===== config.mk =====
export PLATFORM = sky130hd
export DESIGN_NAME = pb_conditioner
export DESIGN_NICKNAME = d
export VERILOG_FILES = /design/src/rtl/pb_pkg.sv /design/src/rtl/pb_chan.sv /design/src/rtl/pb_conditioner.sv
export SDC_FILE = /design/constraint.sdc
export NUM_CORES = 1
export LEC_CHECK = 0
export BUFFER_PORTS_ARGS = -buffer_cell sky130_fd_sc_hd__buf_4
export CORE_ASPECT_RATIO = 1.2
export CORE_UTILIZATION = 49
export CTS_CLUSTER_SIZE = 8
export DETAILED_ROUTE_END_ITERATION = 8
export PLACE_DENSITY = 0.67
export SYNTH_ARGS = -nofsm -noshare
export SYNTH_HDL_FRONTEND = slang
export SYNTH_SLANG_ARGS = --single-unit

===== constraint.sdc =====
create_clock -name clk -period 2.3 [get_ports clk]
set_clock_uncertainty 0.2 [all_clocks]
set_input_delay 0.46 -clock clk [delete_from_list [all_inputs] [get_ports clk]]
set_output_delay 0.46 -clock clk [all_outputs]
set_load 0.02 [all_outputs]

===== src/rtl/pb_pkg.sv =====
// Shared types and constants for the push-button conditioner: channel FSM
// states, timer width and default timing parameters.
package pb_pkg;

  localparam int CNT_W = 16;
  localparam logic [CNT_W-1:0] CNT_MAX = '1;

  localparam int DEF_DB_CNT       = 4;
  localparam int DEF_REPEAT_DELAY = 16;
  localparam int DEF_REPEAT_RATE  = 4;
  localparam int DEF_LONG_CYCLES  = 64;

  typedef enum logic [1:0] {
    ST_IDLE   = 2'd0,
    ST_HELD   = 2'd1,
    ST_REPEAT = 2'd2,
    ST_DONE   = 2'd3
  } pb_state_e;

endpackage


===== src/rtl/pb_chan.sv =====
// One button channel: 2-flop synchronizer, debounce counter, and a hold FSM
// that produces either auto-repeat strobes or a single long-press strobe.
module pb_chan
  import pb_pkg::*;
#(
  parameter int DB_CNT    = DEF_DB_CNT,
  parameter int DELAY     = DEF_REPEAT_DELAY,
  parameter int RATE      = DEF_REPEAT_RATE,
  parameter bit REPEAT_EN = 1'b1
) (
  input  logic clk,
  input  logic rst,
  input  logic pb_n,
  output logic level,
  output logic pulse,
  output logic long_pulse
);

  localparam logic [CNT_W-1:0] DB_LAST    = CNT_W'(DB_CNT - 1);
  localparam logic [CNT_W-1:0] DELAY_LAST = CNT_W'(DELAY - 1);
  localparam logic [CNT_W-1:0] RATE_LAST  = CNT_W'(RATE - 1);

  logic             sync1_q, sync1_d;
  logic             sync2_q, sync2_d;
  logic [CNT_W-1:0] db_cnt_q, db_cnt_d;
  logic             level_q, level_d;
  logic             press_evt, rel_evt;
  pb_state_e        state_q, state_d;
  logic [CNT_W-1:0] tmr_q, tmr_d;
  logic [CNT_W-1:0] tmr_inc;
  logic             pulse_q, pulse_d;
  logic             long_q, long_d;

  always_comb begin
    sync1_d = pb_n;
    sync2_d = sync1_q;
  end

  // Debounce: count consecutive samples that disagree with the accepted level.
  always_comb begin
    db_cnt_d  = '0;
    level_d   = level_q;
    press_evt = 1'b0;
    rel_evt   = 1'b0;
    if (~sync2_q != level_q) begin
      if (db_cnt_q == DB_LAST) begin
        level_d   = ~level_q;
        press_evt = ~level_q;
        rel_evt   = level_q;
      end else begin
        db_cnt_d = db_cnt_q + 1'b1;
      end
    end
  end

  assign tmr_inc = (tmr_q == CNT_MAX) ? tmr_q : tmr_q + 1'b1;

  // Hold FSM; a release always wins over a timer expiring in the same cycle.
  always_comb begin
    state_d = state_q;
    tmr_d   = tmr_q;
    pulse_d = 1'b0;
    long_d  = 1'b0;
    case (state_q)
      ST_IDLE: begin
        if (press_evt) begin
          state_d = ST_HELD;
          tmr_d   = '0;
          pulse_d = 1'b1;
        end
      end
      ST_HELD: begin
        if (rel_evt) begin
          state_d = ST_IDLE;
          tmr_d   = '0;
        end else if (tmr_q == DELAY_LAST) begin
          tmr_d = '0;
          if (REPEAT_EN) begin
            state_d = ST_REPEAT;
            pulse_d = 1'b1;
          end else begin
            state_d = ST_DONE;
            long_d  = 1'b1;
          end
        end else begin
          tmr_d = tmr_inc;
        end
      end
      ST_REPEAT: begin
        if (rel_evt) begin
          state_d = ST_IDLE;
          tmr_d   = '0;
        end else if (tmr_q == RATE_LAST) begin
          tmr_d   = '0;
          pulse_d = 1'b1;
        end else begin
          tmr_d = tmr_inc;
        end
      end
      ST_DONE: begin
        if (rel_evt) begin
          state_d = ST_IDLE;
          tmr_d   = '0;
        end
      end
      default: begin
        state_d = ST_IDLE;
        tmr_d   = '0;
      end
    endcase
  end

  always_ff @(posedge clk) begin
    if (rst) begin
      sync1_q  <= 1'b1;
      sync2_q  <= 1'b1;
      db_cnt_q <= '0;
      level_q  <= 1'b0;
      state_q  <= ST_IDLE;
      tmr_q    <= '0;
      pulse_q  <= 1'b0;
      long_q   <= 1'b0;
    end else begin
      sync1_q  <= sync1_d;
      sync2_q  <= sync2_d;
      db_cnt_q <= db_cnt_d;
      level_q  <= level_d;
      state_q  <= state_d;
      tmr_q    <= tmr_d;
      pulse_q  <= pulse_d;
      long_q   <= long_d;
    end
  end

  assign level      = level_q;
  assign pulse      = pulse_q;
  assign long_pulse = long_q;

endmodule


===== src/rtl/pb_conditioner.sv =====
// Conditions the set, digit and hour buttons of a clock-setting panel into
// debounced levels, press/repeat strobes and a long-press strobe on set.
module pb_conditioner
  import pb_pkg::*;
#(
  parameter int DB_CNT       = DEF_DB_CNT,
  parameter int REPEAT_DELAY = DEF_REPEAT_DELAY,
  parameter int REPEAT_RATE  = DEF_REPEAT_RATE,
  parameter int LONG_CYCLES  = DEF_LONG_CYCLES
) (
  input  logic clk,
  input  logic rst,
  input  logic pb_s,
  input  logic pb_d,
  input  logic pb_h,
  output logic s_level,
  output logic d_level,
  output logic h_level,
  output logic s_pulse,
  output logic d_pulse,
  output logic h_pulse,
  output logic s_long
);

  logic s_long_w, d_long_w, h_long_w;

  pb_chan #(
    .DB_CNT   (DB_CNT),
    .DELAY    (LONG_CYCLES),
    .RATE     (REPEAT_RATE),
    .REPEAT_EN(1'b0)
  ) u_chan_s (
    .clk       (clk),
    .rst       (rst),
    .pb_n      (pb_s),
    .level     (s_level),
    .pulse     (s_pulse),
    .long_pulse(s_long_w)
  );

  pb_chan #(
    .DB_CNT   (DB_CNT),
    .DELAY    (REPEAT_DELAY),
    .RATE     (REPEAT_RATE),
    .REPEAT_EN(1'b1)
  ) u_chan_d (
    .clk       (clk),
    .rst       (rst),
    .pb_n      (pb_d),
    .level     (d_level),
    .pulse     (d_pulse),
    .long_pulse(d_long_w)
  );

  pb_chan #(
    .DB_CNT   (DB_CNT),
    .DELAY    (REPEAT_DELAY),
    .RATE     (REPEAT_RATE),
    .REPEAT_EN(1'b1)
  ) u_chan_h (
    .clk       (clk),
    .rst       (rst),
    .pb_n      (pb_h),
    .level     (h_level),
    .pulse     (h_pulse),
    .long_pulse(h_long_w)
  );

  // Repeat-mode channels never raise long_pulse, so folding them in is harmless.
  assign s_long = s_long_w | d_long_w | h_long_w;

endmodule


==> results, run 1 <==
- The number of max-cap violations is 0.
- The first-pass GRT wire length is between 20 and 25 mm.
- Synthesis handed over a netlist of slightly above 700 instances.
- Synthesis produced a netlist with a net count of 749.
- Traced cell by cell, the critical path runs through or4_4, nor4_4, o22a_2, nor3_2, buf_4, and4_1, o22a_1.
- The global placement routability congestion is 0.881.
- The filler cell count is 954.
- The floorplan has 43 rows.
- In the finished design, the share of the clock period the worst path needs comes to 1.01.
- The setup total negative slack is -0.0402 ns.
- Power comes to 5.07 mW.
- The checks that failed: negative setup slack.
- Setup repair after global routing could not meet its margin everywhere.
- For this block, the routed nets add up to 15.0 mm of wire.
- Setup violations remaining at the end of the flow were counted as 4.
- The insertion delay of the later-clocked pin in the worst-skew pair is 0.42 ns.
- In this run the number of H-tree levels came out at 4.
- Summing all multi-input logic gate instances after layout gives 3840 µm².
- The clock-pin slew reported for the worst setup and hold paths after clock tree synthesis is 0.05 ns.
- Of the total power, the clock network draws 0.540.
- The total global routing track utilization is 0.249.
- The die is 103 µm wide.
- IR analysis of the VDD net gives a maximum drop of 460 µV.
- Yosys mapped a number of flops with a built-in enable equal to 0.
- The remaining antenna violation count is 0.
- Entering global routing, the biggest net connects 31 pins.
- Of the post-synthesis cell area, the dominant cell type holds 0.386.
- By area the synthesized netlist is led by dfxtp_1 39%, nor2_1 6.4%, ha_1 4.4%, xor2_1 4.3%, nand3_1 3.8%.
- The run finished, with violations left.
- Hold repair after CTS inserted 0 buffers.
- The maximum buffer depth of the clock tree is 2.
- Of all flip-flops after synthesis, the portion carrying an async set or reset was 0.
- The worst setup path is launched from a flip-flop.
- The standard cell core area is between 10000 and 15000 µm².
- The synthesized area per cell is 8.24 µm².
- The number of top-level pins is 12.
- The initial antenna violation count is 0.
- The largest incremental delay on the critical path is between 0.5 and 0.6 ns.
- The max-slew violation count was 0.
- The detailed-route DRC error count is 0.
- The internal power of the cells totals about 3.9 mW.
- The final layout net count is 876.
- The DRC violation total after the first TritonRoute iteration is 325.
- The total clock sinks is 115.
- In the final routed layout, each cell accounts on average for 14.7 µm.
- The static leakage is about 2.9 nW.
- The switching power of the nets is 1.12 mW.
- Summed over all layers, the global routing overflow is 0.
- The via count of the first global-routing pass came to 5607.
- dfxtp_1 takes more of the synthesized area than any other cell.
- For this run, the leading register cell type out of synthesis is dfxtp_1.
- Of the total power, the share spent switching nets is 0.222.
- Summing every instance area after synthesis gives between 5000 and 6000 µm².
- The fraction of layout instances using a drive strength above 1 is 0.276.
- The number of endpoints with negative hold slack in the final report is 0.
- The worst path buffer plus inverter count is 1.
- For this design the ratio of total power to cell area is 631 nW/µm².
- The arrival time of data at the critical path endpoint is 2.42 ns.
- The TritonCTS buffer count is 17.
- Synthesis instantiated 64 different standard cells from the library.
- The count of buffers added on input and output ports is 11.
- The cell family contributing the most delay on the critical path is simple AND/OR/NAND/NOR gates.
- The number of search-and-repair iterations in the first detailed-routing pass is 5.
- For this design, the slowest cell found on the critical path is or4_4.
- TritonCTS built the clock tree.
- The setup path with the least slack is of type reg2reg.
- The total of warnings raised by yosys is 0.
- The sequential cell area is 2310 µm².
- Clock tree synthesis selected as its root buffer the cell clkbuf_16.
- Headroom to the max-slew limit came out at 0.564.
- The growth of design area from synthesis to finish is 34.9%.
- The largest fanout on the critical path is 7.
- The part of the Yosys area used for sequential elements is 0.386.
- The die boundary height is 123 µm.
- The combinational power share is 0.062.
- The dominant cell by count in the synthesized netlist is dfxtp_1.
- The per-cell via count in the routed design is 5.69.
- Across all setup checks in the final design, the least slack found is -0.0168 ns.
- The number of diodes added for antenna fixing is 0.
- The floorplan step defined a die boundary enclosing between 10000 and 15000 µm².
- The kind of capture point of the worst setup path is a flip-flop.
- The initial utilization of the core area, before any placement, comes to 0.508.
- The required time at the worst-slack endpoint is between 2 and 2.5 ns.
- The final route contains 5800 vias.
- Based on the critical path, the design can be clocked at up to 432 MHz.
- The share of power burned in registers is 0.398.
- After synthesis the netlist holds a flip-flop and latch count of 115.
- In this run the worst hold path is classified as in2reg.
- The placed wire-length estimate is 10.3 mm.
- By count the netlist is led by 115 x dfxtp_1, 101 x nor2_1, 58 x nand2_1.
- At the pin with the least slew margin, the transition time is 0.648 ns.
- After layout, the minimum clock period comes to 2.32 ns.
## cells by family after synthesis
logic type / Yosys count / synth area share
buffers and inverters: 43 / 0.0292
AOI/OAI and AO/OA: 115 / 0.125
adders and majority gates: 21 / 0.0441
and+or+nand+nor: 373 / 0.332
muxes: 6 / 0.0101
xor gates and xnor gates: 50 / 0.0735
DFF: 115 / 0.386
## final timing paths
check,startpoint,endpoint,slack (ns),cells past startpoint
worst max-delay path,u_chan_s.tmr_q[11],u_chan_s.tmr_q[9],-0.02,7
worst min-delay path,pb_h,u_chan_h.sync1_q,0.03,2
worst max register to register,u_chan_s.tmr_q[11],u_chan_s.tmr_q[9],-0.02,7
worst min register to register,u_chan_d.sync1_q,u_chan_d.sync2_q,0.21,1
## through the flow
stage | utilization | setup WS (ns) | hold slack, ns | cells | cell area [µm²]
6_report | 0.685 | -0.0168 | 0.0265 | 1020 | 8040
5_1_grt | 0.685 | -0.0833 | 0.0206 | 1020 | 8040
4_1_cts | 0.655 | 0.00212 | 0.0114 | 1011 | 7680
3_5_place_dp | 0.595 | -0.200 | 0.200 | 978 | 6970
3_3_place_gp | 0.595 | -0.149 | 0.194 | 978 | 6970
2_1_floorplan | - | 0.0138 | 0.189 | 723 | 5980
## final cells by class
class                   count  area share
clock inverters            13      0.0229
multi-input cells         565       0.477
flip-flops and latches    115       0.288
well taps                 157      0.0244
clock buffers              19      0.0539
inverters                  22      0.0103
repair buffers            129       0.123
## sequential cells by signal (all words and copies together), names as in the netlist
| register | count |
|---|---|
| u_chan_s.sync1_q | 1 |
| u_chan_d.state_q | 2 |
| u_chan_h.level | 1 |
| u_chan_h.db_cnt_q | 16 |
| u_chan_s.db_cnt_q | 16 |
| u_chan_d.sync2_q | 1 |
| u_chan_s.tmr_q | 16 |
| u_chan_d.level | 1 |
| u_chan_d.sync1_q | 1 |
| u_chan_s.state_q | 2 |
| u_chan_d.pulse | 1 |
| u_chan_d.db_cnt_q | 16 |
| u_chan_s.sync2_q | 1 |
| u_chan_h.state_q | 2 |
| u_chan_s.long_pulse | 1 |
| u_chan_d.tmr_q | 16 |
| u_chan_h.sync1_q | 1 |
| u_chan_s.level | 1 |
| u_chan_h.tmr_q | 16 |
| u_chan_h.pulse | 1 |
| u_chan_s.pulse | 1 |
| u_chan_h.sync2_q | 1 |
## worst register-to-register path, cell delays in order, from the launching register on
cell and delay [ns]:
dfxtp_2 0.31, or4_4 0.59, nor4_4 0.33, o22a_2 0.21, nor3_2 0.05, buf_4 0.18
and4_1 0.17, o22a_1 0.18
## layout by cell type (no fill, tap or decap), drive strengths merged, types with 3 or more instances in the layout
| cell type | instances |
|---|---|
| nor4b | 8 |
| nor2b | 3 |
| or4 | 10 |
| xnor2 | 21 |
| nand2 | 58 |
| nor2 | 103 |
| nand3b | 6 |
| o22ai | 4 |
| a41oi | 4 |
| dfxtp | 115 |
| or2 | 12 |
| o22a | 6 |
| xor2 | 29 |
| or3 | 8 |
| clkinvlp | 6 |
| ha | 21 |
| o211ai | 3 |
| a31oi | 19 |
| nand4 | 21 |
| bufinv | 4 |
| clkbuf | 19 |
| or3b | 4 |
| nor4 | 21 |
| a211oi | 7 |
| and3 | 16 |
| a21o | 4 |
| nand2b | 9 |
| o21ai | 22 |
| and4 | 13 |
| nor3b | 3 |
| nor3 | 23 |
| buf | 129 |
| and2 | 7 |
| inv | 23 |
| mux2i | 6 |
| a21oi | 29 |
| nand3 | 45 |
## power groups by stage
| stage | Combinational, mW | Clock, mW | Sequential [mW] |
|---|---|---|---|
| after floorplan | 0.156 | 0 | 2.06 |
| after global placement | 0.246 | 0 | 2.06 |
| after detailed placement | 0.253 | 0 | 2.06 |
| after CTS | 0.263 | 2.79 | 2.02 |
| after global routing | 0.338 | 2.87 | 2.02 |
| final | 0.313 | 2.74 | 2.02 |
## timing repair
action                                  4_1_cts  5_1_grt
endpoints found under the setup margin       46       51
setup buffers                                 2        9
resized for setup                            17       62
pin swaps                                    10       22
## per-layer routing
metal  global-route usage  share of wire  wire length, µm  up-vias
met1                0.279           0.42             6360     2748
li1                     -              -                -     2891
met4                0.140          0.027              401        0
met2                0.428           0.52             7740      124
met3               0.0587          0.033              502       37
met5                    0              0                0        -
Note: power is estimated with default switching activity, not from simulation.
==> inputs of run 2 (changes only) <==
Settings changed: PLACE_DENSITY 0.67 to 0.75.
==> run 2 against run 1 <==
- largest cell class unchanged
- flip-flop and latch count is the same
- non-clock buffer count grew 10
- first-iteration DRC count grew 35%
- design area grew 2.0%
- combinational power grew 4%
- the flow still finishes with violations (negative setup slack)
- maximum frequency shrank 2.2%
==> results, run 2 (synthesis results as in run 1) <==
- Status: finished, violations left (unchanged).
- Failing checks: negative setup slack (unchanged).
- The worst path buffer plus inverter count is 1 (unchanged).
- The kind of capture point of the worst setup path is a flip-flop (unchanged).
- The family of cells with the greatest summed delay on the critical path is simple AND/OR/NAND/NOR gates (unchanged).
- The number of port buffers came to 11 (unchanged).
- The fraction of layout instances using a drive strength above 1 is 0.290 (was 0.276).
- The master of the slowest instance on the critical path was or4_4 (unchanged).
- The worst supply voltage drop on vdd came to 454 µV (was 460 µV).
- The relative slew slack came to 0.601 (was 0.564).
- The clock network fraction of total power was 0.546 (was 0.540).
- The DRC violation total after the first TritonRoute iteration is 438 (was 325).
- The initial core utilization came to 0.508 (unchanged).
- The count of vias placed by the detailed router is 6090 (was 5800).
- The cell area after layout was 8200 µm² (was 8040 µm²).
- The standard cell core area is 11700 µm² (unchanged).
- The total global routing track utilization is 0.254 (was 0.249).
- The global placement routability congestion is 0.904 (was 0.881).
- Setup repair after global routing missed its margin: yes (unchanged).
- The detailed-route wire length is 16.6 mm (was 15.0 mm).
- The growth of design area from synthesis to finish is 37.6% (was 34.9%).
- The die boundary height is 123 µm (unchanged).
- The most frequent standard cell in the layout excluding fill and tap cells is buf_4 (unchanged).
- The largest fanout on the critical path is 4 (was 7).
- The number of search-and-repair iterations in the first detailed-routing pass is 5 (unchanged).
- The via count of the first global-routing pass was 5730 (was 5607).
- The root buffer selected by CTS was clkbuf_16 (unchanged).
- The placed wire-length estimate is 10.6 mm (was 10.3 mm).
- The maximum level of the CTS H-tree is 4 (unchanged).
- The maximum number of pins on one net before global-route repair was 27 (was 31).
- Most frequent cells in the layout: 135 x buf_4, 110 x dfxtp_1, 95 x nor2_1 (was 125 x buf_4, 108 x dfxtp_1, 95 x nor2_1).
- The first-pass GRT wire length is 25.1 mm (was 24.5 mm).
- The endpoint of the worst hold path was u_chan_d.sync1_q (was u_chan_h.sync1_q).
- The slew of the pin with the lowest slew margin is 0.595 ns (was 0.648 ns).
- The worst reg-to-reg path cell count is 8 (was 7).
- The highest attainable clock frequency was 422 MHz (was 432 MHz).
- The static leakage is 3.03 nW (was 2.92 nW).
- The post-layout worst setup margin is -0.0699 ns (was -0.0168 ns).
- The insertion delay of the later-clocked pin in the worst-skew pair came to 0.42 ns (about the same).
- The post-route minimum period is 2.37 ns (was 2.32 ns).
- The CTS tree is built (unchanged).
- The detailed-route wire length per cell came to 16.1 µm (was 14.7 µm).
- The setup total negative slack was -0.504 ns (was -0.0402 ns).
- The TritonCTS buffer count is 17 (unchanged).
- The number of top-level pins came to 12 (unchanged).
- The worst hold path startpoint is pb_d (was pb_h).
- The width of the chip is 103 µm (unchanged).
- The largest incremental delay on the critical path is 0.55 ns (was 0.59 ns).
- The instance area after placement is 7020 µm² (was 6970 µm²).
- The share of power burned in registers was 0.391 (was 0.398).
- The critical setup path kind is reg2reg (unchanged).
- The type of element launching the critical path is a flip-flop (unchanged).
- The reg-to-reg setup timing slack is -0.07 ns (was -0.02 ns).
- The power density over the cells was 630 nW/µm² (was 631 nW/µm²).
- The required time at the worst-slack endpoint came to 2.46 ns (was 2.40 ns).
- The remaining antenna violation count was 0 (unchanged).
- The worst flop-to-flop path endpoint is u_chan_s.tmr_q[12] (was u_chan_s.tmr_q[9]).
- The total clock sinks is 115 (unchanged).
- The launch point of the worst reg-to-reg path is u_chan_s.tmr_q[0] (was u_chan_s.tmr_q[11]).
- The end-of-flow core utilization is 0.699 (was 0.685).
- The ratio of final minimum period to clock period is 1.03 (was 1.01).
- The filler cell count was 879 (was 954).
- The count of final setup violators came to 12 (was 4).
- The class of the worst hold path is in2reg (unchanged).
- The combinational power share came to 0.063 (was 0.062).
- The design internal power is 4.06 mW (was 3.95 mW).
- The initial antenna violation count was 0 (unchanged).
- The per-cell via count in the routed design is 5.90 (was 5.69).
- The switching share of power is 0.214 (was 0.222).
- The detailed-route DRC error count is 0 (unchanged).
- The aggregate global routing overflow is 0 (unchanged).
- The switching power of the nets is 1.10 mW (was 1.12 mW).
- CP Cell Sequence: ha_4, buf_6, nand4_1, nor4_4, o22a_2, or3_4, or4_4, nand3_2 (was or4_4, nor4_4, o22a_2, nor3_2, buf_4, and4_1, o22a_1).
- The maximum buffer depth of the clock tree is 2 (unchanged).
- The hold-fix buffer count after cts is 0 (unchanged).
- The number of endpoints with negative hold slack in the final report is 0 (unchanged).
- The final layout net count is 888 (was 876).
- The number of diodes added for antenna fixing is 0 (unchanged).
- The number of instances on the worst hold path was 2 (unchanged).
- The clock-pin slew reported for the worst setup and hold paths after clock tree synthesis was 0.05 ns (about the same).
- The number of max-cap violations came to 0 (unchanged).
- The floorplan row count is 43 (unchanged).
- The max-slew violation count is 0 (unchanged).
- The area enclosed by the die boundary was 12600 µm² (unchanged).
- The arrival time of data at the critical path endpoint is 2.53 ns (was 2.42 ns).
-- run 2: cell count changes in the layout (fill, tap and decap cells not counted), moves of 3 or more --
cell / previous run / this run
clkinvlp_4: 6 / 1
buf_4: 125 / 135
clkinv_2: 2 / 5
nor4_1: 13 / 9
clkbuf_8: 0 / 4
nor4_2: 4 / 8
-- run 2: power groups by stage --
stage	Clock (mW)	Sequential [mW]	Combinational (mW)
finish	2.82	2.02	0.326
CTS	2.84	2.02	0.267
global route	2.94	2.02	0.351
detailed placement	0	2.06	0.254
floorplan	0	2.06	0.156
global placement	0	2.06	0.246
-- run 2: worst register-to-register path: cells and delay by family (launching register included) --
| family | cells | cell delay (ns) |
|---|---|---|
| compound gates | 1 | 0.26 |
| fa+ha+maj | 1 | 0.16 |
| flops | 1 | 0.33 |
| simple gates | 5 | 1.26 |
| buf+inv | 1 | 0.11 |
-- run 2: layout make-up --
| class | instances | area, µm² | share of cell area |
|---|---|---|---|
| clock buffer | 22 | 484 | 0.0591 |
| clock inverter | 10 | 153 | 0.0186 |
| inverter | 22 | 82.6 | 0.0101 |
| multi-input combinational | 567 | 3920 | 0.478 |
| sequential | 115 | 2310 | 0.282 |
| tap | 157 | 196 | 0.0240 |
| timing repair buffer | 139 | 1050 | 0.128 |
-- run 2: timing repair --
| item | in CTS | in global routing |
|---|---|---|
| gates cloned | 0 | 3 |
| buffers inserted | 2 | 12 |
| setup endpoints to repair | 50 | 54 |
| resized for setup | 19 | 62 |
| pin swaps | 13 | 23 |
| hold endpoints to repair | 0 | 0 |
-- run 2: per-layer routing --
metal / GRT usage / share of wire / vias to the layer above
met5: 0 / 0 / -
met3: 0.0501 / 0.054 / 54
met4: 0.136 / 0.029 / 0
met2: 0.460 / 0.52 / 251
li1: - / - / 2923
met1: 0.274 / 0.40 / 2862
-- run 2: through the flow --
stage          total power, mW  setup WS, ns  cells  hold WS, ns
4_1_cts                   5.13       -0.0833   1018       0.0195
3_5_place_dp              2.31        -0.344    984        0.196
2_1_floorplan             2.21        0.0138    723        0.189
3_3_place_gp              2.31        -0.248    984        0.192
6_report                  5.17       -0.0699   1032       0.0305
5_1_grt                   5.31        -0.134   1032       0.0252
-- run 2: worst max path at each step --
stage / from / to / slack [ns] / depth (start not counted)
floorplan: u_chan_h.db_cnt_q[0] / u_chan_h.tmr_q[9] / 0.01 / 7
global placement: u_chan_d.tmr_q[0] / u_chan_d.tmr_q[13] / -0.25 / 7
detailed placement: u_chan_d.state_q[0] / u_chan_d.tmr_q[13] / -0.34 / 7
CTS: u_chan_h.db_cnt_q[0] / u_chan_h.tmr_q[2] / -0.08 / 7
global route: u_chan_s.tmr_q[0] / u_chan_s.tmr_q[12] / -0.13 / 8
finish: u_chan_s.tmr_q[0] / u_chan_s.tmr_q[12] / -0.07 / 8
